`config.mk`:
```
export PLATFORM = sky130hd
export DESIGN_NAME = axi_read_arbiter_rr
export DESIGN_NICKNAME = d
export VERILOG_FILES = /design/src/rtl/axi_read_arbiter_rr_pkg.sv /design/src/rtl/rr_priority_picker.sv /design/src/rtl/axi_read_arbiter_rr.sv
export SDC_FILE = /design/constraint.sdc
export NUM_CORES = 1
export LEC_CHECK = 0
export ABC_AREA = 0
export BUFFER_PORTS_ARGS = -buffer_cell sky130_fd_sc_hd__buf_4
export CORE_ASPECT_RATIO = 0.8
export CORE_UTILIZATION = 38
export DETAILED_ROUTE_END_ITERATION = 16
export GPL_TIMING_DRIVEN = 1
export PLACE_DENSITY = 0.74
export SETUP_SLACK_MARGIN = 0.02
export SYNTH_ARGS = -nofsm -noshare
export SYNTH_HDL_FRONTEND = slang
export SYNTH_SLANG_ARGS = --single-unit
```
`constraint.sdc`:
```
create_clock -name clk -period 3.14 [get_ports clk]
set_clock_uncertainty 0.2 [all_clocks]
set_input_delay 0.785 -clock clk [delete_from_list [all_inputs] [get_ports clk]]
set_output_delay 0.785 -clock clk [all_outputs]
set_load 0.02 [all_outputs]
```
`src/rtl/axi_read_arbiter_rr_pkg.sv`:
```
// -----------------------------------------------------------------------------
// axi_read_arbiter_rr_pkg
// Shared definitions for the round-robin AXI read arbiter:
//   arb_state_t     - arbiter FSM states (IDLE -> ADDR -> DATA -> IDLE)
//   ARB_MAX_MASTERS - largest supported master count
//   rr_pick()       - round-robin pick: first requester at or after ptr,
//                     wrapping modulo the active master count
// No ports (package).
// -----------------------------------------------------------------------------
package axi_read_arbiter_rr_pkg;

  localparam int ARB_MAX_MASTERS = 8;
  localparam int ARB_IDX_W       = 3;

  typedef enum logic [1:0] {
    ARB_IDLE = 2'd0,
    ARB_ADDR = 2'd1,
    ARB_DATA = 2'd2
  } arb_state_t;

  // req/ptr are sized for the largest configuration; callers zero-extend.
  // When nothing is requested the result is ptr (callers gate with any_req).
  function automatic logic [ARB_IDX_W-1:0] rr_pick(
    input logic [ARB_MAX_MASTERS-1:0] req,
    input logic [ARB_IDX_W-1:0]       ptr,
    input int                         masters
  );
    logic [ARB_IDX_W-1:0] result;
    logic                 found;
    int                   idx;
    result = ptr;
    found  = 1'b0;
    for (int k = 0; k < ARB_MAX_MASTERS; k++) begin
      idx = (int'(ptr) + k) % masters;
      if ((k < masters) && !found && req[idx]) begin
        result = ARB_IDX_W'(idx);
        found  = 1'b1;
      end
    end
    return result;
  endfunction

endpackage

```
`src/rtl/rr_priority_picker.sv`:
```
// -----------------------------------------------------------------------------
// rr_priority_picker
// Combinational round-robin picker, reusable by read and write arbiters.
// Ports:
//   req       in  MASTERS  request vector
//   ptr       in  PTR_W    index with highest priority this round
//   grant_idx out PTR_W    first requesting index at or after ptr (wrapping)
//   any_req   out 1        at least one request present
// -----------------------------------------------------------------------------
module rr_priority_picker
  import axi_read_arbiter_rr_pkg::*;
#(
  parameter int MASTERS = 3,
  parameter int PTR_W   = (MASTERS > 1) ? $clog2(MASTERS) : 1
) (
  input  logic [MASTERS-1:0] req,
  input  logic [PTR_W-1:0]   ptr,
  output logic [PTR_W-1:0]   grant_idx,
  output logic               any_req
);

  always_comb begin
    grant_idx = PTR_W'(rr_pick(ARB_MAX_MASTERS'(req), ARB_IDX_W'(ptr), MASTERS));
    any_req   = |req;
  end

endmodule

```
`src/rtl/axi_read_arbiter_rr.sv`:
```
// -----------------------------------------------------------------------------
// axi_read_arbiter_rr
// Round-robin arbiter that serialises MASTERS read masters onto a single AXI
// read port. One burst is outstanding at a time.
//
// Optional feature macro: ARB_PERF_CNT_EN (per-master grant / wait counters,
// adds the perf_dump input; dump printing additionally needs SIMULATION).
//
// Ports:
//   clk, rst_n          clock, asynchronous active-low reset
//   perf_dump           (ARB_PERF_CNT_EN only) print counters on first high
//   m_arvalid/m_araddr/m_arlen/m_arready   per-master address channel (packed)
//   m_rvalid/m_rlast/m_rready              per-master read data handshake
//   m_rdata                                shared beat data
//   ARVALID/ARREADY/ARID/ARLEN/ARADDR      AXI address channel
//   RVALID/RREADY/RLAST/RID/RDATA          AXI read data channel
//   dbg_state           FSM state (arb_state_t encoding)
//   dbg_rr_ptr          current round-robin pointer
//
// Handshake semantics: every channel transfers on the cycle where its valid
// and ready are both high at the rising clock edge. m_arready is a one-cycle
// accept pulse in IDLE; the master may drop m_arvalid afterwards, the latched
// request still completes.
// -----------------------------------------------------------------------------
module axi_read_arbiter_rr
  import axi_read_arbiter_rr_pkg::*;
#(
  parameter  int MASTERS    = 3,
  parameter  int ADDR_WIDTH = 26,
  parameter  int DATA_WIDTH = 32,
  parameter  int ID_WIDTH   = 4,
  parameter  int LEN_WIDTH  = 4,
  localparam int PTR_W      = (MASTERS > 1) ? $clog2(MASTERS) : 1
) (
  input  logic                          clk,
  input  logic                          rst_n,
`ifdef ARB_PERF_CNT_EN
  input  logic                          perf_dump,
`endif
  input  logic [MASTERS-1:0]            m_arvalid,
  input  logic [MASTERS*ADDR_WIDTH-1:0] m_araddr,
  input  logic [MASTERS*LEN_WIDTH-1:0]  m_arlen,
  output logic [MASTERS-1:0]            m_arready,
  output logic [MASTERS-1:0]            m_rvalid,
  output logic [MASTERS-1:0]            m_rlast,
  output logic [DATA_WIDTH-1:0]         m_rdata,
  input  logic [MASTERS-1:0]            m_rready,
  output logic                          ARVALID,
  input  logic                          ARREADY,
  output logic [ID_WIDTH-1:0]           ARID,
  output logic [LEN_WIDTH-1:0]          ARLEN,
  output logic [ADDR_WIDTH-1:0]         ARADDR,
  input  logic                          RVALID,
  output logic                          RREADY,
  input  logic                          RLAST,
  input  logic [ID_WIDTH-1:0]           RID,
  input  logic [DATA_WIDTH-1:0]         RDATA,
  output logic [1:0]                    dbg_state,
  output logic [PTR_W-1:0]              dbg_rr_ptr
);

  localparam logic [1:0] S_IDLE = ARB_IDLE;
  localparam logic [1:0] S_ADDR = ARB_ADDR;
  localparam logic [1:0] S_DATA = ARB_DATA;

  logic [1:0]            state;
  logic [PTR_W-1:0]      rr_ptr;
  logic [PTR_W-1:0]      grant;
  logic [ADDR_WIDTH-1:0] addr_q;
  logic [LEN_WIDTH-1:0]  len_q;

  logic [PTR_W-1:0]      pick_idx;
  logic                  any_req;
  logic                  id_match;
  logic                  burst_done;
  logic [PTR_W-1:0]      next_ptr;

  rr_priority_picker #(
    .MASTERS (MASTERS),
    .PTR_W   (PTR_W)
  ) u_picker (
    .req       (m_arvalid),
    .ptr       (rr_ptr),
    .grant_idx (pick_idx),
    .any_req   (any_req)
  );

  // Beats tagged for another ID are never accepted; the arbiter just stalls.
  assign id_match   = (RID == ID_WIDTH'(grant));
  assign burst_done = (state == S_DATA) && RVALID && RREADY && RLAST;
  assign next_ptr   = (grant == PTR_W'(MASTERS - 1)) ? '0 : grant + PTR_W'(1);

  always_ff @(posedge clk or negedge rst_n) begin
    if (!rst_n) begin
      state  <= S_IDLE;
      rr_ptr <= '0;
      grant  <= '0;
      addr_q <= '0;
      len_q  <= '0;
    end else begin
      case (state)
        S_IDLE: begin
          if (any_req) begin
            grant  <= pick_idx;
            addr_q <= m_araddr[pick_idx*ADDR_WIDTH +: ADDR_WIDTH];
            len_q  <= m_arlen[pick_idx*LEN_WIDTH +: LEN_WIDTH];
            state  <= S_ADDR;
          end
        end
        S_ADDR: begin
          if (ARREADY) state <= S_DATA;
        end
        S_DATA: begin
          if (burst_done) begin
            rr_ptr <= next_ptr;
            state  <= S_IDLE;
          end
        end
        default: state <= S_IDLE;
      endcase
    end
  end

  always_comb begin
    m_arready = '0;
    m_rvalid  = '0;
    m_rlast   = '0;
    RREADY    = 1'b0;
    // rst_n gates the accept pulse so a request seen during reset is not
    // acknowledged while the FSM is held in IDLE.
    if ((state == S_IDLE) && any_req && rst_n) m_arready[pick_idx] = 1'b1;
    if (state == S_DATA) begin
      m_rvalid[grant] = RVALID && id_match;
      m_rlast[grant]  = RLAST;
      RREADY          = m_rready[grant] && id_match;
    end
  end

  assign ARVALID    = (state == S_ADDR);
  assign ARID       = ARVALID ? ID_WIDTH'(grant) : '0;
  assign ARADDR     = ARVALID ? addr_q : '0;
  assign ARLEN      = ARVALID ? len_q : '0;
  assign m_rdata    = RDATA;
  assign dbg_state  = state;
  assign dbg_rr_ptr = rr_ptr;

`ifdef ARB_PERF_CNT_EN
  // Saturating per-master counters: accepted requests, and cycles spent
  // requesting without being accepted.
  logic [31:0] grant_cnt [MASTERS];
  logic [31:0] wait_cnt  [MASTERS];
  logic        dumped;

  always_ff @(posedge clk or negedge rst_n) begin
    if (!rst_n) begin
      for (int i = 0; i < MASTERS; i++) begin
        grant_cnt[i] <= '0;
        wait_cnt[i]  <= '0;
      end
      dumped <= 1'b0;
    end else begin
      for (int i = 0; i < MASTERS; i++) begin
        if (m_arready[i] && (grant_cnt[i] != 32'hFFFF_FFFF))
          grant_cnt[i] <= grant_cnt[i] + 32'd1;
        if (m_arvalid[i] && !m_arready[i] && (wait_cnt[i] != 32'hFFFF_FFFF))
          wait_cnt[i] <= wait_cnt[i] + 32'd1;
      end
      if (perf_dump && !dumped) begin
        dumped <= 1'b1;
`ifdef SIMULATION
        for (int i = 0; i < MASTERS; i++)
          $display("arb perf master %0d: grants %0d wait_cycles %0d",
                   i, grant_cnt[i], wait_cnt[i]);
`endif
      end
    end
  end
`endif

endmodule

```
==> results by group, run 1 <==
Outcome
  • Status: finished with violations
  • Failing checks: negative setup slack

Setup path
  • Setup CP Type: flip-flop to output port
  • RR Startpoint: dbg_rr_ptr[0]$_DFFE_PN0P_
  • Critical path required time: 2150 ps
  • Cell Chain, Critical Path: buf_4 > ha_1 > ha_2 > nand2b_4 > a221o_1 > nand2_1 > o21ai_4 > nor3_4 > buf_6
  • Worst setup path startpoint: dbg_rr_ptr[0]$_DFFE_PN0P_
  • Critical Path Fanout Max: 4
  • CP max-delay cell: dfrtp_2
  • CP startpoint kind: flip-flop
  • Crit end category: output port
  • Critical path data arrival time: 2400 ps
  • Crit path max-delay family: simple AND/OR/NAND/NOR gates
  • Count of buffer and inverter cells on the critical path: 2
  • Critical Path Max Stage Delay: 460 ps

Routing
  • Via/cell ratio: 5.15
  • Final WL: 8.98 mm
  • Initial DRC count: 81
  • DR pass1 iterations: 4
  • WL per Instance: 15.8 microns
  • Vias: 2922
  • Antenna Nets Post-Route: 0
  • Remaining DRCs: 0

Timing
  • RSZ-0062 raised after global routing: true
  • Fin. Hold Viols: 0
  • Fin Hold WS: 280 ps
  • Final WS setup: -245 ps
  • Final min period: 3380 ps
  • Final Max Tran Viols: 0
  • Final setup fails: 3
  • Fin crit share: 108%
  • Max Freq: 295 MHz

Synth
  • Netlist cell types: 38
  • Sequential share of the synthesized area: 29.5%
  • Syn avg cell area: 9.15 sq um
  • Syn Inst Count: 334
  • Warnings, synthesis: 0
  • Cell Area, Synth: 0.00306 sq mm
  • #FFs+latches synth: 36

CTS
  • Max Buffers Root-to-Sink: 2
  • CTS tree: done
  • CTS clock-pin slew for the worst setup and hold paths: 80 ps
  • CTS Buf Count: 5
  • Worst-Skew Late Latency: 280 ps
  • Clk root buf: clkbuf_8
  • H-tree Lvls: 2
  • Clk sink count: 36

Global routing
  • Total track usage: 21.4%
  • Largest net degree at the start of global routing: 55
  • First-pass GRT wire length: 13.9 mm
  • Vias in the first global route: 2811
  • Initial antenna violation count: 0
  • Global route overflow: 0

Power
  • Clock Power Share: 9.8%
  • Power per cell area: 809 mW/mm^2
  • LEAKAGE: 2.16 nW
  • Switching power: 1.66 mW
  • Max VDD drop: 413 uV
  • Internal: 1.93 mW
  • Reg power frac: 23.4%
  • Combinational power share: 66.8%
  • Sw Ratio: 46.1%

Layout
  • Area of the multi-input gates: 0.00187 sq mm
  • Fin nets: 604
  • Area Overhead vs Synth: 45.2%
  • Layout cells sized above 1: 53.5%
  • Filler cells: 653
  • Register area: 903 sq um
  • Antenna diodes: 0

Placed design
  • Pre-CTS setup slack: -106 ps
  • IO buf count: 151
  • RePlAce Congestion: 0.907
  • Hpwl dp: 6.34 mm

Floorplan
  • Ports: 218
  • Die W: 102 microns
  • Core area: 0.00760 sq mm
  • Die span in y: 82.2 microns
  • FP Rows: 28
  • Area of the die: 0.00841 sq mm
  • Initial Util: 40.2%

Job
  • Max cap viols: 0

Worst hold path
  • Hold WC Path Type: flip-flop to flip-flop
  • Hold path start: addr_q[25]$_DFFE_PN0P_
## power by group through the flow
stage | Sequential [mW] | Clock [mW] | Combinational (mW)
floorplan | 0.790 | 0 | 1.66
global placement | 0.835 | 0 | 2.27
detailed placement | 0.845 | 0 | 2.31
CTS | 0.837 | 0.367 | 2.38
global route | 0.874 | 0.388 | 2.58
finish | 0.839 | 0.353 | 2.40
## cell usage in the layout, fill, tap and decap left out, types with 3 or more instances in the layout
cell type / instances
buf_12: 3
nand2_1: 37
nor2_1: 8
nand2b_1: 5
mux2i_1: 34
o21ai_0: 5
nor3_1: 3
clkbuf_8: 6
a21oi_1: 4
o211ai_2: 29
buf_4: 172
inv_1: 5
dfrtp_1: 34
and2_1: 33
nand4_1: 30
ha_4: 3
buf_6: 4
## flip-flops by register name, summed over array words and instances (netlist names)
signal,count
len_q,4
dbg_state,2
addr_q,26
grant,2
dbg_rr_ptr,2
## area by class of cell
class                   count  area share, %
clock buffers               7           1.95
clock inverters             1          0.169
inverters                   7          0.705
multi-input cells         231           42.1
flip-flops and latches     36           20.4
well taps                 105           2.96
repair buffers            180           31.8
## routing by layer
| metal | vias up | wire [microns] | track usage (%) |
|---|---|---|---|
| met5 | - | 0 | 0 |
| met3 | 16 | 676 | 5.64 |
| met2 | 139 | 4320 | 36.9 |
| met1 | 1377 | 3860 | 26.4 |
| met4 | 0 | 120 | 6.00 |
| li1 | 1390 | - | - |
## Yosys cell counts
cell,count,area (sq um)
nand2b_4,1,13.8
o21ai_1,1,5.00
nand2b_1,6,37.5
mux2_4,1,15.0
mux2_2,2,22.5
nand2_1,38,143
dfrtp_1,36,901
o211ai_1,1,7.51
inv_1,7,26.3
nor3b_1,1,7.51
xor2_1,2,17.5
o32ai_2,1,16.3
nor2b_1,4,25.0
clkbuf_1,11,41.3
and3_1,1,6.26
nand3_1,1,5.00
or3_1,1,6.26
buf_6,5,56.3
and2_1,33,206
o21ai_0,7,35.0
nor4_2,1,12.5
or4_1,1,7.51
mux2i_1,35,350
buf_2,8,40.0
buf_4,37,278
o31a_1,1,8.76
conb_1,1,3.75
nand3b_1,1,7.51
a221o_1,1,10.0
a21oi_1,4,20.0
o21a_1,2,15.0
nor3_2,1,10.0
nor3_1,5,25.0
nand4_1,30,188
nor2_1,10,37.5
o221a_2,1,11.3
o211ai_2,29,363
ha_1,6,75.1
## stage by stage
stage / setup TNS [ps] / instances / total power [mW] / utilization, % / cell area [sq um]
after CTS: -690 / 565 / 3.59 / 57.4 / 4360
after global routing: -916 / 567 / 3.84 / 58.4 / 4440
after floorplan: 0 / 335 / 2.45 / - / 3120
after global placement: -122 / 550 / 3.11 / 54.8 / 4170
after detailed placement: -242 / 550 / 3.15 / 54.8 / 4170
final: -648 / 567 / 3.59 / 58.4 / 4440
## final timing paths
| kind | end | slack [ps] | depth (start not counted) |
|---|---|---|---|
| setup / recovery | m_arready[2] | -240 | 9 |
| hold / removal | addr_q[25]$_DFFE_PN0P_ | 280 | 2 |
| setup reg to reg | addr_q[19]$_DFFE_PN0P_ | 160 | 12 |
| hold reg to reg | addr_q[25]$_DFFE_PN0P_ | 280 | 2 |
| max in group asynchronous | dbg_rr_ptr[0]$_DFFE_PN0P_ | 1970 | 2 |
| min in group asynchronous | addr_q[14]$_DFFE_PN0P_ | 400 | 2 |
## logic make-up after synthesis
group                      count (synthesis)  synth area share (%)
DFF                                       36                  29.5
muxes                                     38                  12.7
buffers and inverters                     68                  14.4
and+or+nand+nor                          135                  24.2
other                                      1                 0.123
adders and majority gates                  6                  2.46
xor gates and xnor gates                   2                 0.573
AOI/OAI and AO/OA                         48                  16.1
## tightest hold or removal path, stage by stage (launching register included)
cell and delay [ps]:
dfrtp_1 340, nand2_1 60, o211ai_2 50
## what timing repair did
action | 4_1_cts | 5_1_grt
setup buffers | 7 | 2
hold endpoints to repair | 0 | 0
setup endpoints to repair | 3 | 14
hold buffers | 0 | 0
resized for setup | 13 | 13
pin swaps | 4 | 5
No activity file was read; power rests on OpenSTA's default activity.
==> inputs of run 2 (changes only) <==
Settings changed: CELL_PAD_IN_SITES_DETAIL_PLACEMENT set to 2, CELL_PAD_IN_SITES_GLOBAL_PLACEMENT set to 2, CORE_UTILIZATION 38 to 20.
==> run 2 against run 1 <==
Against the previous run:
- the run still ends with negative setup slack left
- cell count rose by 16%
- sequential cell count is the same
- utilization down 27 points
- combinational power grew 8%
- largest power group unchanged
- highest routed layer unchanged
==> results by group, run 2 (synthesized netlist as in run 1, its figures left out) <==
Setup path
  • Worst Reg-to-Reg Cells: 10
  • Critical Path Fanout Max: 5
  • Crit end category: output port
  • Critical path data arrival time: 2460 ps
  • Setup CP Type: flip-flop to output port
  • CP startpoint kind: flip-flop
  • Critical path required time: 2150 ps

Global routing
  • Global route overflow: 0
  • Total track usage: 14.6%
  • Vias in the first global route: 3399
  • First-pass GRT wire length: 18.0 mm
  • Largest net degree at the start of global routing: 32
  • Initial antenna violation count: 0

Outcome
  • Status: finished with violations
  • Failing checks: negative setup slack

Layout
  • Top flop regs: addr_q: 26 flops, len_q: 4 flops
  • Fin nets: 610
  • Antenna diodes: 0
  • Max FFs per register: 26
  • Leading cell type in the layout, fill and taps excluded: buf_4
  • Final std cells w/o fill: 657
  • Largest reg by FF count: addr_q
  • Area Overhead vs Synth: 53.2%
  • Most frequent cells in the layout: 178 x buf_4, 37 x nand2_1, 34 x mux2i_1, 34 x dfrtp_1, 33 x and2_1
  • Layout cells sized above 1: 54.3%

CTS
  • Clk sink count: 36
  • CTS Hold Buffers Added: 0
  • Max Buffers Root-to-Sink: 2
  • Clk root buf: clkbuf_16
  • H-tree Lvls: 2
  • Worst-Skew Late Latency: 270 ps
  • CTS Buf Count: 5
  • CTS clock-pin slew for the worst setup and hold paths: 60 ps
  • CTS tree: done

Placed design
  • Hpwl dp: 8.56 mm
  • RePlAce Congestion: 0.792
  • Inst Count DP: 641
  • IO buf count: 151

Worst hold path
  • Hold WC Path Type: input port to asynchronous set/reset pin

Floorplan
  • Initial Util: 20.4%
  • Die W: 140 microns
  • FP Rows: 40
  • Core area: 0.0150 sq mm
  • Area of the die: 0.0158 sq mm
  • Die span in y: 113 microns
  • Ports: 218

Power
  • Power per cell area: 854 mW/mm^2
  • Max VDD drop: 250 uV
  • Total chip power: 4.00 mW
  • LEAKAGE: 2.23 nW

Routing
  • WL per Instance: 17.9 microns
  • Via/cell ratio: 4.64
  • DR pass1 iterations: 4
  • Remaining DRCs: 0
  • Initial DRC count: 72
  • Vias: 3051
  • Antenna Nets Post-Route: 0
  • Final WL: 11.8 mm

Timing
  • RSZ-0062 raised after global routing: true
  • Fin Hold WS: 144 ps
  • Final WS setup: -303 ps
  • Fin crit share: 110%
  • Final Max Tran Viols: 0
  • Max Freq: 290 MHz
  • Final min period: 3440 ps
  • Final setup fails: 3
  • Fin. Hold Viols: 0

Job
  • Max cap viols: 0
-- run 2: cell count changes in the layout (fill, tap and decap cells not counted), sizes merged --
cell	previous run	this run
buf	180	184
bufinv	0	1
clkbuf	7	8
clkinvlp	1	0
clkinv	0	1
-- run 2: layout make-up --
cell class,count,area [sq um]
fillers,1677,10300
multi-input cells,231,1880
repair buffers,186,1470
flip-flops and latches,36,903
well taps,189,236
clock buffers,6,129
clock inverters,2,35.0
inverters,7,31.3
-- run 2: power by group --
group          switching, mW  total [mW]  internal [mW]
Combinational           1.46        2.59           1.13
Sequential             0.149       0.832          0.684
Clock                  0.204       0.578          0.374
Total                   1.81        4.00           2.19
-- run 2: final timing paths --
kind | slack (ps) | from | endpoint
worst max-delay path | -300 | dbg_rr_ptr[0]$_DFFE_PN0P_ | m_arready[2]
worst min-delay path | 140 | rst_n | addr_q[10]$_DFFE_PN0P_
worst max register to register | 140 | dbg_rr_ptr[0]$_DFFE_PN0P_ | addr_q[23]$_DFFE_PN0P_
worst min register to register | 280 | addr_q[8]$_DFFE_PN0P_ | addr_q[8]$_DFFE_PN0P_
max in group asynchronous | 1970 | rst_n | len_q[3]$_DFFE_PN0P_
min in group clk | 280 | addr_q[8]$_DFFE_PN0P_ | addr_q[8]$_DFFE_PN0P_
-- run 2: per-stage QoR --
step                setup slack (ps)  instance area [sq um]  TNS [ps]  util (%)
finish                          -303                   4680      -844      31.3
global route                    -376                   4680     -1050      31.3
CTS                             -284                   4580      -830      30.6
detailed placement              -167                   4300      -404      28.7
global placement                -130                   4300      -279      28.7
floorplan                       3.80                   3120         0         -
-- run 2: repair_timing --
item | 4_1_cts | 5_1_grt
gates cloned | 0 | 2
pin swaps | 5 | 2
setup buffers | 4 | 3
gates resized for setup | 18 | 8
endpoints found under the setup margin | 3 | 35
-- run 2: critical path: stages, from the launching register on --
cell	delay [ps]
dfrtp_2	450
inv_4	100
ha_4	220
nor2b_1	140
o31a_1	270
nor4_4	310
mux2_4	400
nor3_4	140
buf_6	140
-- run 2: layer usage --
metal,vias to the layer above,track usage (%),routed length (microns)
met1,1536,17.0,4890
met4,0,2.56,68
met3,10,4.65,726
met2,103,26.6,6070
li1,1402,-,-
met5,-,0,0
